==> src/rtl/id_ex_stage.sv <==
// id_ex_stage: ID/EX pipeline register with MEM/WB forwarding, stall/flush and stall counter
// Inputs:  id_* decoded instruction fields, stall/flush control, mem_fwd_*/wb_fwd_* bypass sources
// Outputs: alu_a/alu_b/alu_opcode to the ALU, ex_rt_value store data, ex_rd_addr/ex_reg_write/ex_valid
//          carried downstream, stall_count saturating stalled-cycle counter
module id_ex_stage #(
    parameter int DATA_W = 32,
    parameter int REG_AW = 5,
    parameter int CNT_W  = 16
) (
    input  logic              clk,
    input  logic              rst_n,
    input  logic              id_valid,
    input  logic [DATA_W-1:0] id_rs_data,
    input  logic [DATA_W-1:0] id_rt_data,
    input  logic [REG_AW-1:0] id_rs_addr,
    input  logic [REG_AW-1:0] id_rt_addr,
    input  logic [REG_AW-1:0] id_rd_addr,
    input  logic [15:0]       id_imm,
    input  logic              id_use_imm,
    input  logic              id_imm_sext,
    input  logic [3:0]        id_alu_op,
    input  logic              id_reg_write,
    input  logic              stall,
    input  logic              flush,
    input  logic              mem_fwd_en,
    input  logic [REG_AW-1:0] mem_fwd_addr,
    input  logic [DATA_W-1:0] mem_fwd_data,
    input  logic              wb_fwd_en,
    input  logic [REG_AW-1:0] wb_fwd_addr,
    input  logic [DATA_W-1:0] wb_fwd_data,
    output logic [DATA_W-1:0] alu_a,
    output logic [DATA_W-1:0] alu_b,
    output logic [3:0]        alu_opcode,
    output logic [DATA_W-1:0] ex_rt_value,
    output logic [REG_AW-1:0] ex_rd_addr,
    output logic              ex_reg_write,
    output logic              ex_valid,
    output logic [CNT_W-1:0]  stall_count
);
    logic              valid_q, valid_d, rw_q, rw_d, use_imm_q, use_imm_d, sext_q, sext_d;
    logic [3:0]        op_q, op_d;
    logic [REG_AW-1:0] rd_q, rd_d, rs_addr_q, rs_addr_d, rt_addr_q, rt_addr_d;
    logic [DATA_W-1:0] rs_q, rs_d, rt_q, rt_d, fwd_a, fwd_rt, ext_imm;
    logic [15:0]       imm_q, imm_d;
    logic [CNT_W-1:0]  cnt_q, cnt_d;

    // r0 is hardwired zero, so it is never bypassed; MEM is younger than WB and wins
    assign fwd_a  = rs_addr_q == '0 ? '0 :
                    (mem_fwd_en && mem_fwd_addr == rs_addr_q) ? mem_fwd_data :
                    (wb_fwd_en && wb_fwd_addr == rs_addr_q) ? wb_fwd_data : rs_q;
    assign fwd_rt = rt_addr_q == '0 ? '0 :
                    (mem_fwd_en && mem_fwd_addr == rt_addr_q) ? mem_fwd_data :
                    (wb_fwd_en && wb_fwd_addr == rt_addr_q) ? wb_fwd_data : rt_q;
    assign ext_imm = sext_q ? {{(DATA_W-16){imm_q[15]}}, imm_q} : {{(DATA_W-16){1'b0}}, imm_q};

    always_comb begin
        valid_d   = valid_q;
        rw_d      = rw_q;
        use_imm_d = use_imm_q;
        sext_d    = sext_q;
        op_d      = op_q;
        rd_d      = rd_q;
        rs_addr_d = rs_addr_q;
        rt_addr_d = rt_addr_q;
        rs_d      = rs_q;
        rt_d      = rt_q;
        imm_d     = imm_q;
        cnt_d     = cnt_q;
        if (flush) begin
            valid_d   = 1'b0;
            rw_d      = 1'b0;
            use_imm_d = 1'b0;
            sext_d    = 1'b0;
            op_d      = '0;
            rd_d      = '0;
            rs_addr_d = '0;
            rt_addr_d = '0;
            rs_d      = '0;
            rt_d      = '0;
            imm_d     = '0;
        end else if (stall) begin
            // Re-capture resolved operands so a producer leaving WB mid-stall is not lost
            rs_d  = fwd_a;
            rt_d  = fwd_rt;
            cnt_d = &cnt_q ? cnt_q : cnt_q + 1'b1;
        end else begin
            valid_d   = id_valid;
            rw_d      = id_reg_write & id_valid;
            use_imm_d = id_use_imm;
            sext_d    = id_imm_sext;
            op_d      = id_alu_op;
            rd_d      = id_rd_addr;
            rs_addr_d = id_rs_addr;
            rt_addr_d = id_rt_addr;
            rs_d      = id_rs_data;
            rt_d      = id_rt_data;
            imm_d     = id_imm;
        end
    end

    always_ff @(posedge clk or negedge rst_n) begin
        if (!rst_n) begin
            valid_q   <= 1'b0;
            rw_q      <= 1'b0;
            use_imm_q <= 1'b0;
            sext_q    <= 1'b0;
            op_q      <= '0;
            rd_q      <= '0;
            rs_addr_q <= '0;
            rt_addr_q <= '0;
            rs_q      <= '0;
            rt_q      <= '0;
            imm_q     <= '0;
            cnt_q     <= '0;
        end else begin
            valid_q   <= valid_d;
            rw_q      <= rw_d;
            use_imm_q <= use_imm_d;
            sext_q    <= sext_d;
            op_q      <= op_d;
            rd_q      <= rd_d;
            rs_addr_q <= rs_addr_d;
            rt_addr_q <= rt_addr_d;
            rs_q      <= rs_d;
            rt_q      <= rt_d;
            imm_q     <= imm_d;
            cnt_q     <= cnt_d;
        end
    end

    assign alu_a        = fwd_a;
    assign alu_b        = use_imm_q ? ext_imm : fwd_rt;
    assign alu_opcode   = op_q;
    assign ex_rt_value  = fwd_rt;
    assign ex_rd_addr   = rd_q;
    assign ex_reg_write = rw_q;
    assign ex_valid     = valid_q;
    assign stall_count  = cnt_q;
endmodule
==> config.mk <==
export PLATFORM = sky130hd
export DESIGN_NAME = id_ex_stage
export DESIGN_NICKNAME = d
export VERILOG_FILES = /design/src/rtl/id_ex_stage.sv
export SDC_FILE = /design/constraint.sdc
export NUM_CORES = 1
export LEC_CHECK = 0
export ABC_AREA = 0
export CORE_MARGIN = 3
export CORE_UTILIZATION = 25
export CTS_BUF_LIST = sky130_fd_sc_hd__clkbuf_2
export CTS_CLUSTER_SIZE = 8
export DETAILED_ROUTE_END_ITERATION = 6
export PLACE_DENSITY_LB_ADDON = 0.15
export SETUP_SLACK_MARGIN = 0.15
export SYNTH_ARGS = -nofsm -noshare
export SYNTH_HDL_FRONTEND = slang
export SYNTH_SLANG_ARGS = --single-unit
==> constraint.sdc <==
create_clock -name clk -period 6.1 [get_ports clk]
set_input_delay 1.22 -clock clk [delete_from_list [all_inputs] [get_ports clk]]
set_output_delay 1.22 -clock clk [all_outputs]
set_load 0.01 [all_outputs]
==> results of run 1 <==
-- cell usage after synthesis (2+ instances only) --
cell type	n	area [µm²]
mux2i_1	37	370
a221oi_2	30	450
o21ai_1	25	125
xor2_1	9	78.8
o21ai_0	36	180
a221oi_1	19	166
nor2_1	96	360
nor3_1	51	255
nand4_1	4	25.0
buf_2	13	65.1
clkbuf_1	40	150
nor2_2	2	12.5
nor2b_1	17	106
xnor2_1	26	228
buf_1	6	22.5
and3_1	8	50.1
and4_1	2	17.5
or2_2	2	12.5
a22o_1	30	263
a31oi_1	16	100
a21oi_1	3	15.0
dfrtp_1	119	2980
and2_1	33	206
nand2_1	59	221
nand3_1	25	125
buf_6	4	45.0
o31ai_1	51	383
-- worst max-delay path by stage --
stage          slack (ps)               to  cells after the start
6_report              870        alu_b[25]                      9
5_1_grt               690        alu_b[27]                      8
4_1_cts               890  ex_rt_value[26]                      9
3_5_place_dp          900  ex_rt_value[26]                      9
3_3_place_gp          910  ex_rt_value[26]                      9
2_1_floorplan        2180        alu_b[22]                      6
-- report_power, final --
group / total, mW / switching, mW / internal (mW)
Combinational: 0.660 / 0.318 / 0.342
Sequential: 0.897 / 0.0505 / 0.847
Clock: 0.567 / 0.370 / 0.198
Total: 2.12 / 0.738 / 1.39
-- worst max-delay path: stages --
cell	delay, ps
clkdlybuf4s50_1	460
xnor2_1	150
nand2_1	70
buf_4	200
or2_1	450
buf_4	370
nor2_1	120
o31ai_1	350
clkdlybuf4s50_1	610
-- cell families after synthesis --
family          after synthesis  synth area share
mux                          38            0.0535
compound gates              212             0.238
fa+ha+maj                     1           0.00175
buf+inv                      66            0.0419
xor+xnor                     35            0.0430
flops                       119             0.417
simple gates                307             0.204
-- state kept, by name, indices dropped and copies added, names as in the netlist --
| signal | flops |
|---|---|
| ex_rd_addr | 5 |
| stall_count | 16 |
| imm_q | 16 |
| sext_q | 1 |
| rt_q | 32 |
| ex_valid | 1 |
| ex_reg_write | 1 |
| rs_addr_q | 5 |
| rt_addr_q | 5 |
| rs_q | 32 |
| use_imm_q | 1 |
| alu_opcode | 4 |
-- cell type report --
cell class | instances | area [µm²]
multi-input cells | 593 | 3880
clock buffers | 17 | 85.1
repair buffers | 322 | 3200
flip-flops and latches | 119 | 2980
fillers | 2839 | 17100
well taps | 378 | 473
inverters | 1 | 3.75
clock inverters | 14 | 165
diodes | 2 | 5.00
-- per-layer routing --
layer,part of all wire,vias to the layer above,GRT usage
li1,-,3425,-
met1,0.46,3509,0.265
met2,0.46,250,0.319
met3,0.068,28,0.0585
met4,0.017,4,0.0465
met5,0.00058,-,0
==> results.ini, run 1 <==
[status]
status=finished clean

[worst_setup_path]
r2r_start=rs_addr_q[2]
reg2reg_depth=5
cp_data_required_time_ps=4880
arrival_ps=4010
crit_type=primary input to output pin
rrSetupSlack_ps=3530
startpoint_type=primary input
worstReg2RegEnd=rs_q[7]
cp_max_fo=17
critPathCaptureType=output pin
startpoint=mem_fwd_addr[1]

[synth]
syn_inst=778
synth.distinct_cells=42
yosysSeqAreaShare=0.417
ys_ff_latch=119
synth_edf_count=0
yosys_warnings=0
synth_fp_nets=962
ys.flop_type=dfrtp_1
synth_area_per_cell_um2=9.17
synthArstFlopShare=1.00
syn_area_um2=7130

[routing]
dr.first_iter.drc_count=410
dr.pass1.iters=5
finalWirelength_mm=30.9
num_vias=7216
avgRoutedWirePerCell_um=21.4
drtAntennaViolNets=0
vias_per_cell=4.99
drc=0

[global_route]
grt_max_degree=77
first_global_vias=7487
track_usage=0.199
antenna_found_initial=5
overflow=0
grt_pass1_wl_mm=47.1

[cts]
clk_path_buf_depth=2
cts_buffers=17
clockRootBuffer=clkbuf_2
h-tree-depth=4
postCtsSetupBuffers=0
cts_tree=built
cts.sinks=119
clkSlewWorstSetupHoldPaths_ps=230
ctsHoldBuffers=0
cts_resized=0
clock_latency_ps=680

[pwr]
powerDensity_nw_per_um2=197
peakVddDrop_v=0.000160
power_leakage_nw=4.23
report.power.total_mw=2.12

[cells_and_area]
fin_cells=1446
nNetsFinal=1238
mostFrequentLayoutCell=clkdlybuf4s50_1
mostFrequentLayoutCells=clkdlybuf4s50_1 (302), dfrtp_1 (119), nor2_1 (94), nand2_1 (59), o31ai_1 (51)
postLayoutCoreUtil=0.386
area_delta_synth_final_pct=51.2
finalInstanceArea_um2=10800
drive_gt1_frac=0.0863

[timing]
rsz0062_at_grt=false
timing.final.max_slew_violations=0
relSlewSlack=0.275
finalCritPeriodShare=0.857
finalHoldViolCount=0
fin_ws_ps=875
hold_ws_ps=503
fmax_ghz=0.191
finalSetupViolCount=0
period_minus_slack_ps=5230
worst_pin_slew_ps=1080
fin_setup_tns_ps=0
finalClockSkew_ps=43.9

[hold_path]
worst_hold_startpoint=stall_count[15]
worstHoldPathType=register to register
whs_path_depth=1
worstHoldEndpoint=stall_count[15]

[placed_design]
port_buffers=305
place_area_um2=10500
dp_worst_setup_slack_ps=902
gp_congestion=0.864
placed_cells=1413
dp_hpwl_mm=22.5

[die]
initial_utilization=0.255
row_count=61
io_pins=306
die_area_um2=30600
dieHeight_um=175
coreArea_um2=27900
fp.dieW_um=175

[run]
maxCapViolCount=0

Power figures use the tool's default switching activity.
==> run 2: changes to the inputs <==
--- a/config.mk
+++ b/config.mk
@@ -6,11 +6,15 @@
 export NUM_CORES = 1
 export LEC_CHECK = 0
 export ABC_AREA = 0
+export CELL_PAD_IN_SITES_DETAIL_PLACEMENT = 0
+export CELL_PAD_IN_SITES_GLOBAL_PLACEMENT = 2
 export CORE_MARGIN = 3
 export CORE_UTILIZATION = 25
 export CTS_BUF_LIST = sky130_fd_sc_hd__clkbuf_2
+export CTS_CLUSTER_DIAMETER = 80
 export CTS_CLUSTER_SIZE = 8
 export DETAILED_ROUTE_END_ITERATION = 6
+export GPL_TIMING_DRIVEN = 0
 export PLACE_DENSITY_LB_ADDON = 0.15
 export SETUP_SLACK_MARGIN = 0.15
 export SYNTH_ARGS = -nofsm -noshare
==> run 2 against run 1 <==
Hold slack got worse by 85 ps. Cell count is 3.4% higher. Final area increased by 1.6%. Count of clock-buffer cells in the layout stayed put. Critical path depth fell by 1. Power rose by 2.8%. Worst setup slack worse by 470 ps. Critical endpoint is now alu_b[26]. Die area unchanged. Global-route usage increased by 0.40 points.
==> results.ini, run 2 (synthesis gave the netlist of run 1 again) <==
[routing]
drc=0  ; unchanged
vias_per_cell=4.81  ; -3.7%
dr.pass1.iters=4  ; -1
finalWirelength_mm=31.5  ; +1.9%
dr.first_iter.drc_count=456  ; +11%
drtAntennaViolNets=0  ; unchanged
num_vias=7185  ; -0.43%
avgRoutedWirePerCell_um=21.0  ; -1.5%

[worst_setup_path]
crit_type=primary input to output pin
startpoint=mem_fwd_addr[3]
r2r_start=rt_addr_q[0]
cp_max_fo=10  ; -7
critPathCaptureType=output pin
cp_data_required_time_ps=4880  ; about the same
startpoint_type=primary input
arrival_ps=4480  ; +470 ps

[cts]
cts_resized=0  ; unchanged
clockRootBuffer=clkbuf_2
clk_path_buf_depth=2  ; unchanged
cts_buffers=17  ; unchanged
ctsHoldBuffers=0  ; unchanged
cts.sinks=119  ; unchanged
clkSlewWorstSetupHoldPaths_ps=250  ; +20 ps
h-tree-depth=4  ; unchanged
clock_latency_ps=710  ; +30 ps
postCtsSetupBuffers=0  ; unchanged
cts_tree=built

[global_route]
track_usage=0.203  ; +0.00400
antenna_found_initial=5  ; unchanged
grt_pass1_wl_mm=47.7  ; +1.2%
overflow=0  ; unchanged
first_global_vias=7737  ; +3.3%
grt_max_degree=65  ; -16%

[timing]
finalSetupViolCount=0  ; unchanged
period_minus_slack_ps=5700  ; +473 ps
fin_ws_ps=402  ; -473 ps
finalClockSkew_ps=57.1  ; +13.2 ps
fin_setup_tns_ps=0  ; unchanged
timing.final.max_slew_violations=0  ; unchanged
relSlewSlack=0.366  ; +0.0913
rsz0062_at_grt=false
worst_pin_slew_ps=948  ; -136 ps
finalCritPeriodShare=0.934  ; +0.0775
fmax_ghz=0.175  ; -8.3%
finalHoldViolCount=0  ; unchanged

[placed_design]
dp_hpwl_mm=24.6  ; +9.7%
port_buffers=303  ; -0.66%
dp_worst_setup_slack_ps=451  ; -451 ps
placed_cells=1460  ; +3.3%
gp_congestion=0.811  ; -6.1%

[die]
row_count=61  ; unchanged
die_area_um2=30600  ; unchanged
io_pins=306  ; unchanged
coreArea_um2=27900  ; unchanged
dieHeight_um=175  ; unchanged
initial_utilization=0.255  ; unchanged
fp.dieW_um=175  ; unchanged

[run]
maxCapViolCount=0  ; unchanged

[status]
status=finished clean

[cells_and_area]
postLayoutCoreUtil=0.392  ; +0.00618
nFillCells=2901  ; +2.2%
fin_cells=1495  ; +3.4%
area_delta_synth_final_pct=53.6
mostFrequentLayoutCell=clkdlybuf4s50_1
nNetsFinal=1285  ; +3.8%
mostFrequentLayoutCells=clkdlybuf4s50_1 (302), dfrtp_1 (119), nor2_1 (96), nand2_1 (59)
drive_gt1_frac=0.0800  ; -0.00634
top_regs=rs_q (32), rt_q (32)
layout.area.seq_um2=2980  ; unchanged
multi_input_area_um2=3860  ; -0.64%

[hold_path]
worstHoldPathType=primary input to asynchronous set/reset pin

[pwr]
report.power.total_mw=2.18  ; +2.8%
powerDensity_nw_per_um2=199  ; +1.2%
power_leakage_nw=4.30  ; +1.8%
peakVddDrop_v=0.000209  ; +31%

-- run 2: changes by cell type in the layout (fill, tap and decap cells not counted), sizes merged --
cell and change:
diode +2, clkinvlp -3, bufinv +2, clkinv +5, buf +6, inv -4, clkbuf +41
-- run 2: final timing paths --
kind / endpoint / slack [ps] / cells after the start
max: alu_b[26] / 400 / 8
min: rs_q[8] / 420 / 1
max reg2reg: rt_q[28] / 3440 / 7
min reg2reg: stall_count[10] / 510 / 1
max in group asynchronous: rs_addr_q[4] / 4860 / 2
min in group clk: stall_count[10] / 510 / 1
-- run 2: metrics by stage --
step	hold WS, ps	area [µm²]
finish	418	11000
global route	359	11000
CTS	402	11000
detailed placement	481	10700
global placement	479	10600
floorplan	489	7130
-- run 2: area by class of cell --
class | instances | share of cell area
diodes | 4 | 0.000913
multi-input cells | 593 | 0.352
well taps | 378 | 0.0431
clock buffers | 17 | 0.00776
inverters | 1 | 0.000342
repair buffers | 304 | 0.279
clock inverters | 14 | 0.0180
plain buffers | 65 | 0.0269
flip-flops and latches | 119 | 0.272
-- run 2: power breakdown --
part | switching (mW) | total [mW] | internal, mW | leakage [nW]
Combinational | 0.325 | 0.670 | 0.345 | 2.55
Clock | 0.348 | 0.619 | 0.272 | 0.163
Sequential | 0.0487 | 0.895 | 0.846 | 1.59
-- run 2: metal layers --
metal | routed length [µm] | track usage | up-vias
met5 | 7 | 0 | -
met1 | 14800 | 0.279 | 3396
li1 | - | - | 3514
met3 | 1980 | 0.0537 | 30
met4 | 583 | 0.0549 | 2
met2 | 14100 | 0.316 | 243
-- run 2: worst max-delay path: stages --
cell and delay (ps):
clkdlybuf4s50_1 540, xnor2_1 130, nand4_1 410, nor2_1 780
buf_4 310, a221oi_1 90, o31ai_1 370, clkdlybuf4s50_1 620
==> run 3: changes to the inputs <==
--- a/config.mk
+++ b/config.mk
@@ -6,6 +6,7 @@
 export NUM_CORES = 1
 export LEC_CHECK = 0
 export ABC_AREA = 0
+export CAP_MARGIN = 20
 export CELL_PAD_IN_SITES_DETAIL_PLACEMENT = 0
 export CELL_PAD_IN_SITES_GLOBAL_PLACEMENT = 2
 export CORE_MARGIN = 3
==> run 3 against run 2 <==
Sequential power barely moved. Highest routed layer unchanged. Clock skew did not move. Core utilization did not move. Clock power barely moved. Non-clock buffer count did not move. Hold slack did not move. Register-to-register slack barely moved. Sequential share of layout area did not move. Global-route usage did not move. Largest cell class unchanged. Count of clock-buffer cells in the layout did not move.
==> results.ini, run 3 (synthesis gave the netlist of run 1 again) <==
[cts]
cts.sinks=119  ; unchanged
clock_latency_ps=710  ; about the same
clk_path_buf_depth=2  ; unchanged
postCtsSetupBuffers=0  ; unchanged
clkSlewWorstSetupHoldPaths_ps=250  ; about the same
cts_tree=built
ctsHoldBuffers=0  ; unchanged
cts_buffers=17  ; unchanged
clockRootBuffer=clkbuf_2
cts_resized=0  ; unchanged
h-tree-depth=4  ; unchanged

[routing]
drtAntennaViolNets=0  ; unchanged
dr.pass1.iters=4  ; unchanged
dr.first_iter.drc_count=456  ; unchanged
drc=0  ; unchanged
vias_per_cell=4.81  ; unchanged
finalWirelength_mm=31.5  ; unchanged
num_vias=7185  ; unchanged
avgRoutedWirePerCell_um=21.0  ; unchanged

[worst_setup_path]
startpoint_type=primary input
arrival_ps=4480  ; about the same
rrSetupSlack_ps=3440  ; about the same
critPathCaptureType=output pin
slowest_delay_ps=780  ; about the same
cp_max_fo=10  ; unchanged
crit_type=primary input to output pin
cpMaxStageDelayCell=nor2_1
critPathMostFrequentCell=clkdlybuf4s50_1
path_delay_family=buffers and inverters
cp_data_required_time_ps=4880  ; about the same
path_cells=clkdlybuf4s50_1, xnor2_1, nand4_1, nor2_1, buf_4, a221oi_1, o31ai_1, clkdlybuf4s50_1
critPathBufInv=3  ; unchanged

[global_route]
first_global_vias=7737  ; unchanged
track_usage=0.203  ; unchanged
overflow=0  ; unchanged
antenna_found_initial=5  ; unchanged
grt_max_degree=65  ; unchanged
grt_pass1_wl_mm=47.7  ; unchanged

[placed_design]
dp_worst_setup_slack_ps=451  ; unchanged
gp_congestion=0.811  ; unchanged
dp_hpwl_mm=24.6  ; unchanged
port_buffers=303  ; unchanged

[cells_and_area]
area_delta_synth_final_pct=53.6  ; unchanged
nFillCells=2901  ; unchanged
nNetsFinal=1285  ; unchanged
top_regs=rs_q (32), rt_q (32)
mostFrequentLayoutCells=clkdlybuf4s50_1 (302), dfrtp_1 (119), nor2_1 (96), nand2_1 (59)
mostFrequentLayoutCell=clkdlybuf4s50_1
drive_gt1_frac=0.0800  ; unchanged

[die]
coreArea_um2=27900  ; unchanged
die_area_um2=30600  ; unchanged
row_count=61  ; unchanged
io_pins=306  ; unchanged
fp.dieW_um=175  ; unchanged
initial_utilization=0.255  ; unchanged
dieHeight_um=175  ; unchanged

[timing]
fmax_ghz=0.175  ; unchanged
relSlewSlack=0.366  ; unchanged
finalCritPeriodShare=0.934  ; unchanged
timing.final.max_slew_violations=0  ; unchanged
fin_ws_ps=402  ; unchanged
hold_ws_ps=418  ; unchanged
period_minus_slack_ps=5700  ; unchanged
finalSetupViolCount=0  ; unchanged
finalClockSkew_ps=57.1  ; unchanged
finalHoldViolCount=0  ; unchanged
worst_pin_slew_ps=948  ; unchanged
rsz0062_at_grt=false

[hold_path]
worstHoldPathType=primary input to asynchronous set/reset pin

[pwr]
peakVddDrop_v=0.000209  ; unchanged
power_leakage_nw=4.30  ; unchanged
powerDensity_nw_per_um2=199  ; unchanged

[run]
maxCapViolCount=0  ; unchanged

[status]
status=finished clean

-- run 3: power by group --
| group | leakage, nW | internal (mW) | switching (mW) |
|---|---|---|---|
| Sequential | 1.59 | 0.846 | 0.0487 |
| Clock | 0.163 | 0.272 | 0.348 |
| Combinational | 2.55 | 0.345 | 0.325 |
-- run 3: metal layers --
layer  up-vias  part of all wire  global-route usage
met5         -           0.00022                   0
li1       3514                 -                   -
met3        30             0.063              0.0537
met2       243              0.45               0.316
met1      3396              0.47               0.279
met4         2             0.019              0.0549
-- run 3: final cells by class --
cell class / count / area (µm²) / area share
multi-input cells: 593 / 3860 / 0.352
repair buffers: 304 / 3060 / 0.279
flip-flops and latches: 119 / 2980 / 0.272
well taps: 378 / 473 / 0.0431
plain buffers: 65 / 295 / 0.0269
clock inverters: 14 / 198 / 0.0180
clock buffers: 17 / 85.1 / 0.00776
diodes: 4 / 10.0 / 0.000913
inverters: 1 / 3.75 / 0.000342
-- run 3: final timing paths --
check                                start         endpoint  depth (start not counted)
max                        mem_fwd_addr[3]        alu_b[26]                          8
min                                  rst_n          rs_q[8]                          1
max reg2reg                   rt_addr_q[0]         rt_q[28]                          7
min reg2reg                stall_count[10]  stall_count[10]                          1
max in group asynchronous            rst_n     rs_addr_q[4]                          2
min in group clk           stall_count[10]  stall_count[10]                          1
-- run 3: worst register-to-register path, cell delays in order (launching register included) --
cell and delay, ps:
dfrtp_1 390, buf_2 160, xnor2_1 140, nand4_1 390, nor2_1 780, buf_4 310, a221oi_1 110, o31ai_1 290
-- run 3: through the flow --
stage                     TNS, ps  instance area [µm²]  power, mW  cells  utilization
after floorplan                 0                 7130       1.19    778            -
after detailed placement        0                10700       1.59   1460        0.382
after CTS                       0                11000       2.22   1491        0.392
after global placement    -174150                10600       1.58   1459        0.381
final                           0                11000       2.18   1495        0.392
after global routing            0                11000       2.31   1495        0.392
